## config.mk

```make
export PLATFORM = sky130hd
export DESIGN_NAME = dac_serializer_flat
export DESIGN_NICKNAME = d
export VERILOG_FILES = /design/src/rtl/dac_serializer_if.sv /design/src/rtl/dac_serializer.sv /design/src/flat_wrapper.sv
export SDC_FILE = /design/constraint.sdc
export NUM_CORES = 1
export LEC_CHECK = 0
export CORE_MARGIN = 2
export CORE_UTILIZATION = 67
export CTS_CLUSTER_DIAMETER = 30
export DETAILED_ROUTE_END_ITERATION = 10
export DONT_BUFFER_PORTS = 1
export GPL_ROUTABILITY_DRIVEN = 0
export PLACE_DENSITY = 0.95
export SYNTH_ARGS = -nofsm -noshare
export SYNTH_HDL_FRONTEND = slang
export SYNTH_SLANG_ARGS = --single-unit
```

## constraint.sdc

```tcl
create_clock -name m_clk -period 5.1 [get_ports m_clk]
set_input_delay 0.51 -clock m_clk [delete_from_list [all_inputs] [get_ports m_clk]]
set_output_delay 0.51 -clock m_clk [all_outputs]
set_load 0.03 [all_outputs]
```

## src/rtl/dac_serializer_if.sv

```systemverilog
// Sample-word handshake between the audio datapath and the DAC serializer.
// s_data carries {left, right}; s_ready is driven by the serializer.
interface dac_serializer_if #(
    parameter int unsigned DATA_W = 16
) ();
    logic [2*DATA_W-1:0] s_data;
    logic                s_valid;
    logic                s_ready;

    modport master (output s_data, output s_valid, input s_ready);
    modport slave  (input s_data, input s_valid, output s_ready);
endinterface

```

## src/rtl/dac_serializer.sv

```systemverilog
// WM8731 DAC serializer: left-justified master mode, b_clk and dac_lr_clk
// derived from m_clk, one-deep holding buffer in front of the shift register.
module dac_serializer #(
    parameter int unsigned DATA_W   = 16,
    parameter int unsigned BCLK_DIV = 8
) (
    input  logic             m_clk,
    input  logic             rst_n,
    input  logic             en,
    dac_serializer_if.slave  s_bus,
    output logic             b_clk,
    output logic             dac_lr_clk,
    output logic             dacdat,
    output logic             underrun
);

    localparam int unsigned FRAME_W   = 2 * DATA_W;
    localparam int unsigned DCNT_W    = $clog2(BCLK_DIV);
    localparam int unsigned BCNT_W    = $clog2(FRAME_W);
    localparam int unsigned DCNT_LAST = BCLK_DIV - 1;
    localparam int unsigned DCNT_FALL = BCLK_DIV / 2 - 1;
    localparam int unsigned BCNT_LAST = FRAME_W - 1;

    typedef enum logic {IDLE, RUN} state_t;

    state_t               state, state_d;
    logic [DCNT_W-1:0]    dcnt, dcnt_d;
    logic [BCNT_W-1:0]    bcnt, bcnt_d;
    logic [FRAME_W-1:0]   shreg, shreg_d;
    logic [FRAME_W-1:0]   hold, hold_d;
    logic                 full, full_d;
    logic                 b_clk_d, lr_d, dacdat_d, underrun_d;
    logic                 rise;
    logic                 accept;

    assign s_bus.s_ready = !full;
    assign accept        = s_bus.s_valid && !full;

    always_ff @(posedge m_clk or negedge rst_n) begin
        if (!rst_n) begin
            state      <= IDLE;
            dcnt       <= '0;
            bcnt       <= '0;
            shreg      <= '0;
            hold       <= '0;
            full       <= 1'b0;
            b_clk      <= 1'b0;
            dac_lr_clk <= 1'b0;
            dacdat     <= 1'b0;
            underrun   <= 1'b0;
        end else begin
            state      <= state_d;
            dcnt       <= dcnt_d;
            bcnt       <= bcnt_d;
            shreg      <= shreg_d;
            hold       <= hold_d;
            full       <= full_d;
            b_clk      <= b_clk_d;
            dac_lr_clk <= lr_d;
            dacdat     <= dacdat_d;
            underrun   <= underrun_d;
        end
    end

    always_comb begin
        state_d    = state;
        dcnt_d     = dcnt;
        bcnt_d     = bcnt;
        shreg_d    = shreg;
        hold_d     = hold;
        full_d     = full;
        b_clk_d    = b_clk;
        lr_d       = dac_lr_clk;
        dacdat_d   = dacdat;
        underrun_d = 1'b0;
        rise       = 1'b0;

        // Bit-clock timing: the rise event is the divider wrap (or run entry)
        unique case (state)
            IDLE: begin
                dcnt_d   = '0;
                bcnt_d   = '0;
                b_clk_d  = 1'b0;
                lr_d     = 1'b0;
                dacdat_d = 1'b0;
                if (en) begin
                    state_d = RUN;
                    rise    = 1'b1;
                end
            end
            RUN: begin
                if (dcnt == DCNT_W'(DCNT_LAST)) begin
                    dcnt_d = '0;
                    if (bcnt == '0 && !en) begin
                        state_d  = IDLE;
                        b_clk_d  = 1'b0;
                        lr_d     = 1'b0;
                        dacdat_d = 1'b0;
                    end else begin
                        rise = 1'b1;
                    end
                end else begin
                    dcnt_d = dcnt + DCNT_W'(1);
                    if (dcnt == DCNT_W'(DCNT_FALL)) b_clk_d = 1'b0;
                end
            end
            default: state_d = IDLE;
        endcase

        // Data and frame clock advance only on b_clk rising edges
        if (rise) begin
            b_clk_d = 1'b1;
            bcnt_d  = (bcnt == BCNT_W'(BCNT_LAST)) ? '0 : bcnt + BCNT_W'(1);
            if (bcnt == '0) begin
                lr_d = 1'b1;
                if (full) begin
                    dacdat_d = hold[FRAME_W-1];
                    shreg_d  = {hold[FRAME_W-2:0], 1'b0};
                    full_d   = 1'b0;
                end else begin
                    dacdat_d   = 1'b0;
                    shreg_d    = '0;
                    underrun_d = 1'b1;
                end
            end else begin
                dacdat_d = shreg[FRAME_W-1];
                shreg_d  = {shreg[FRAME_W-2:0], 1'b0};
                if (bcnt == BCNT_W'(DATA_W)) lr_d = 1'b0;
            end
        end

        // Accept only into an empty buffer, so it never races the frame-start unload
        if (accept) begin
            hold_d = s_bus.s_data;
            full_d = 1'b1;
        end
    end

endmodule

```

## src/flat_wrapper.sv

```systemverilog
// flat-port wrapper written by rule: the top's interface ports become plain ports
module dac_serializer_flat 
#(
    parameter int unsigned DATA_W   = 16,
    parameter int unsigned BCLK_DIV = 8
)
  (m_clk, rst_n, en, b_clk, dac_lr_clk, dacdat, underrun, s_bus_s_data, s_bus_s_valid, s_bus_s_ready);
  dac_serializer_if #(.DATA_W(DATA_W)) s_bus_i ();
  input  logic m_clk;
  input  logic rst_n;
  input  logic en;
  output logic b_clk;
  output logic dac_lr_clk;
  output logic dacdat;
  output logic underrun;
  input wire logic [$bits(s_bus_i.s_data)-1:0] s_bus_s_data;
  input wire logic [$bits(s_bus_i.s_valid)-1:0] s_bus_s_valid;
  output wire logic [$bits(s_bus_i.s_ready)-1:0] s_bus_s_ready;
  assign s_bus_i.s_data = s_bus_s_data;
  assign s_bus_i.s_valid = s_bus_s_valid;
  assign s_bus_s_ready = s_bus_i.s_ready;
  dac_serializer #(.DATA_W(DATA_W), .BCLK_DIV(BCLK_DIV)) u_core (.m_clk(m_clk), .rst_n(rst_n), .en(en), .s_bus(s_bus_i), .b_clk(b_clk), .dac_lr_clk(dac_lr_clk), .dacdat(dacdat), .underrun(underrun));
endmodule
```

# Yosys cells after proc, flatten, opt, wreduce, memory -nomap -nowiden
# Index checks and enable logic that the tools add are counted.
# W data, S select, Z words.
dict set report classes {
  n_addsub 2
  eq_ne 9
  mux 35
  bitwise_logic 1
  n_reduce_logical 10
}
# op n
set ops {}
lappend ops {{$mux W32} 2}
lappend ops {{$mux W1} 23}
lappend ops {{$mux W5} 3}
lappend ops {{$eq A5 B5 Y1 const B} 2}
lappend ops {{$pmux W1 S2} 5}
lappend ops {{$ne A4 B4 Y1 const B} 2}
lappend ops {{$ne A3 B3 Y1 const B} 2}
lappend ops {{$pmux W3 S2} 1}
lappend ops {{$reduce_and A2 Y1} 3}
lappend ops {{$add A5 B1 Y5 const B} 1}
lappend ops {{$logic_not A5 Y1} 1}
lappend ops {{$reduce_bool A2 Y1} 2}
lappend ops {{$add A3 B1 Y3 const B} 1}
lappend ops {{$eq A3 B2 Y1 const B} 1}
lappend ops {{$eq A3 B3 Y1 const B} 1}
lappend ops {{$mux W3} 1}
lappend ops {{$logic_and A1 B1 Y1} 2}
lappend ops {{$logic_not A1 Y1} 2}
lappend ops {{$ne A2 B2 Y1 const B} 1}
lappend ops {{$not A1 Y1} 1}
dict set report word_totals {
  register_bits 78
  input_bits 36
  out_inout_bits 5
}

# Depth between registers and ports, before layout
dict set report logic_depth {
  ltp_word 8
  ltp_mapped 9
  depth_no_buf 7
}

# Worst setup path before layout
# No wires, ideal clock.
dict set report synth_path {
  kind {register to register}
  startpoint {register u_core.dcnt[0]}
  endpoint {register u_core.b_clk}
  arrival_time_ns 1.770
  path_slack_ns 3.210
  stages_incl_launch_ff 9
  synth_period_minus_slack_ns 1.890
  cell_sequence {dfrtp_1 -> ha_1 -> ha_1 -> nand2b_1 -> buf_2 -> o2bb2ai_1 -> buf_2 -> buf_2 -> a31o_2}
}
dict set report synth_between {
  elab_chain_len 5
}
# item line_no
set synth_rtl {}
lappend synth_rtl {{from (decl)} dac_serializer.sv:27} ;# logic [DCNT_W-1:0] dcnt, dcnt_d;
lappend synth_rtl {{from (signal assigned)} dac_serializer.sv:53} ;# dcnt <= dcnt_d;
lappend synth_rtl {{$eq A3 B3 Y1} dac_serializer.sv:92} ;# if (dcnt == DCNT_W'(DCNT_LAST)) begin
lappend synth_rtl {{$mux W1} dac_serializer.sv:92}
lappend synth_rtl {{$pmux W1 S2} dac_serializer.sv:79} ;# unique case (state)
lappend synth_rtl {{$ne A4 B4 Y1 (no line)} n/a}
lappend synth_rtl {{$reduce_and A2 Y1 (no line)} n/a}
lappend synth_rtl {{to (signal assigned)} dac_serializer.sv:58} ;# b_clk <= b_clk_d;
lappend synth_rtl {{to (decl)} dac_serializer.sv:11} ;# output logic b_clk,
# Parallel ways exist; a longest one is shown, timed or not.
# A chain may end at the register's enable or synchronous reset.

# Final worst setup path
dict set report layout_path {
  startpoint {register u_core.bcnt[0]}
  endpoint {register u_core.bcnt[1]}
}
dict set report layout_between {
  elab_chain_len 6
}
# item line_no
set layout_rtl {}
lappend layout_rtl {{from (decl)} dac_serializer.sv:28} ;# logic [BCNT_W-1:0] bcnt, bcnt_d;
lappend layout_rtl {{from (signal assigned)} dac_serializer.sv:54} ;# bcnt <= bcnt_d;
lappend layout_rtl {{$logic_not A5 Y1} dac_serializer.sv:94} ;# if (bcnt == '0 && !en) begin
lappend layout_rtl {{$logic_and A1 B1 Y1} dac_serializer.sv:94}
lappend layout_rtl {{$mux W1} dac_serializer.sv:94}
lappend layout_rtl {{$mux W1} dac_serializer.sv:92}
lappend layout_rtl {{$pmux W1 S2} dac_serializer.sv:79}
lappend layout_rtl {{$ne A2 B2 Y1 (no line) / $mux W5 (equally long branches)} n/a}
# Parallel ways exist; a longest one is shown, timed or not.

==> results.md <==
- Outcome: complete, no violations
- P&R area growth vs syn: 8.03%
- Post-synth top area share: 57.8%
- Worst R2R Start: u_core.bcnt[0]$_DFFE_PN0P_
- Tcrit/Tclk final: 48.1%
- 1st-iter DRT viols: 257
- Gr usage total: 25.8%
- Worst-path cell chain: inv_1 -> ha_1 -> or4b_1 -> a32o_1 -> a32o_1
- Post-CTS Setup Inserts: 0
- Crit path max-delay family: simple AND/OR/NAND/NOR gates
- CTS buffer count: 9
- Initial Util: 70.1%
- Cell Pwr Density: 381 nW/um^2
- Setup TNS: 0 ns
- Worst Setup Start Kind: flip-flop
- IO buf count: 0
- CP arrival: 2.70 ns
- Final hold viol count: 0
- Total power: 1.37 mW
- Die Footprint: 5560 um^2
- Final Critical Period: 2.45 ns
- Via Count: 2,300
- R2R depth: 5
- Element type at the critical path end: flip-flop
- Yosys cell types: 29
- Htree depth: 3
- Synthesized area per cell: 10.8 um^2
- TritonCTS clock tree: yes
- Sink Count: 77
- Fin nets: 342
- Sequential Area: 1930 um^2
- Synthesized Nets: 351
- Mapped Cells: 309
- CP Buf/Inv Count: 1
- Yosys warning count: 0
- Number of synthesized flops with an enable pin: 0
- Dpl hpwl: 3930 um
- Worst Hold Class: in -> async
- Worst reg2reg endpoint: u_core.bcnt[1]$_DFFE_PN0P_
- Post-route ant nets: 0
- Worst-margin pin slew: 1.13 ns
- Worst skew pair latency: 0.36 ns
- Slew margin rel.: 24.6%
- Fmax: 0.408 GHz
- Req. time, crit path: 5.35 ns
- I/O Pins: 41
- First-pass GRT wire length: 10,500 um
- Rows: 25
- Inserted Diodes: 0
- Area leader, netlist: dfrtp_1
- Layout cells sized above 1: 18.7%
- Peak VDD IR: 0.266 mV
- Max-slew violations: 0
- DRC: 0
- Final setup violation count: 0
- Die width: 74.5 um
- CP Class: reg -> reg
- Leak pwr: 1.56 nW
- Critical path's largest stage delay: 0.96 ns
- DRT Pass-1 Iters: 4
- Synth top cells by count: dfrtp_1, nand2_1, nand3_1, nor2_1, mux2_2
- Antenna violations before repair: 0
- Fin Clk Skew: 0.00523 ns
- Post-synth ARST share: 100%
- Core region area: 4750 um^2
- CTS root buf: clkbuf_8
- Most frequent cell after synthesis: dfrtp_1
- Total Wirelength: 6310 um
- RSZ-0062 raised after global routing: false
- Most frequent cell on the critical path: a32o_1
- Worst R2R Setup Slack: 2.65 ns
- Synthesized cell area: 3330 um^2
- Reg clk slew, reported paths: 0.08 ns
- Overflow after GRT: 0
- Largest net degree at the start of global routing: 78
- Sequential area share after synthesis: 57.8%
- Fillers: 305
- Multi-input gate area: 1310 um^2
- Via/cell ratio: 6.18
- Synth area leaders: dfrtp_1, mux2_2, a31oi_1
- Vias in the first global route: 2,260
- Vert. Die Dim: 74.5 um
- Register bit total from synthesis: 77
- Clock Tree Buf Depth: 2
- Max Cap Viol: 0
- Crit Path Max Fanout: 35
- Drt wl/cell: 16.9 um
- Synth Flop Type: dfrtp_1
- Slowest-stage cell, CP: or4b_1
-- per-stage QoR --
| stage | instance area [um^2] | util [%] | instances | hold slack, ns | setup slack (ns) |
|---|---|---|---|---|---|
| after global routing | 3600 | 75.7 | 372 | 0.0603 | 2.50 |
| after floorplan | 3330 | - | 309 | 0.214 | 3.21 |
| final | 3600 | 75.7 | 372 | 0.0350 | 2.65 |
| after CTS | 3600 | 75.7 | 372 | 0.0455 | 2.65 |
| after global placement | 3360 | 70.7 | 355 | 0.217 | 2.77 |
| after detailed placement | 3360 | 70.7 | 355 | 0.217 | 2.66 |
-- where the power goes --
group | total (mW) | internal [mW] | switching [mW]
sequential | 0.765 | 0.709 | 0.0557
combinational | 0.128 | 0.0793 | 0.0483
clock | 0.480 | 0.252 | 0.227
-- flip-flops by register name (all words and copies together), names as in the netlist --
register	count
u_core.dac_lr_clk	1
u_core.hold	32
u_core.state	1
u_core.dcnt	3
u_core.shreg	31
u_core.b_clk	1
u_core.full	1
u_core.underrun	1
u_core.dacdat	1
u_core.bcnt	5
-- repair_timing --
action	CTS	global route
hold endpoints to repair	77	0
hold buffers	1	0
gates resized for setup	0	0
-- area by class of cell --
cell class	count	area share (%)
flip-flops and latches	77	53.5
well taps	67	2.33
clock inverters	5	1.63
clock buffers	11	4.20
multi-input cells	202	36.3
repair buffers	4	1.39
inverters	6	0.625
-- worst max path at each step --
stage	start	to	depth (start not counted)
6_report	u_core.bcnt[0]$_DFFE_PN0P_	u_core.bcnt[1]$_DFFE_PN0P_	5
2_1_floorplan	u_core.dcnt[0]$_DFF_PN0_	u_core.b_clk$_DFFE_PN0P_	8
3_5_place_dp	u_core.bcnt[0]$_DFFE_PN0P_	u_core.bcnt[1]$_DFFE_PN0P_	5
3_3_place_gp	u_core.bcnt[0]$_DFFE_PN0P_	u_core.bcnt[1]$_DFFE_PN0P_	5
5_1_grt	u_core.bcnt[0]$_DFFE_PN0P_	u_core.bcnt[2]$_DFFE_PN0P_	6
4_1_cts	u_core.bcnt[0]$_DFFE_PN0P_	u_core.bcnt[1]$_DFFE_PN0P_	5
-- cell families after synthesis --
logic type / synth area share, %
flip-flops: 57.8
AO/OA/AOI/OAI: 9.12
multiplexers: 10.8
AND/OR/NAND/NOR: 16.3
buffers and inverters: 3.75
adder cells (fa/ha/maj): 2.25
-- cell usage in the layout, fill, tap and decap left out, types with 3 or more instances in the layout --
cell	count
clkbuf_8	11
nand2_1	36
inv_1	6
and3_1	4
mux2_2	32
dfrtp_1	77
nor2_1	33
ha_1	6
nand3_1	35
buf_4	3
o21ai_0	3
a31oi_1	30
-- metal layers --
layer  global-route usage, %  part of all wire [%]
met1                    32.8                    41
met2                    39.9                    52
met5                       0                     0
met4                    12.7                   1.6
met3                    8.81                   5.6
-- worst register-to-register path: cells and delay by family (launching register included) --
family                   cells  cell delay (ns)
AO/OA/AOI/OAI                2             0.67
adder cells (fa/ha/maj)      1             0.20
flip-flops                   1             0.43
buffers and inverters        1             0.09
AND/OR/NAND/NOR              1             0.96
No activity file was read; power rests on OpenSTA's default activity.
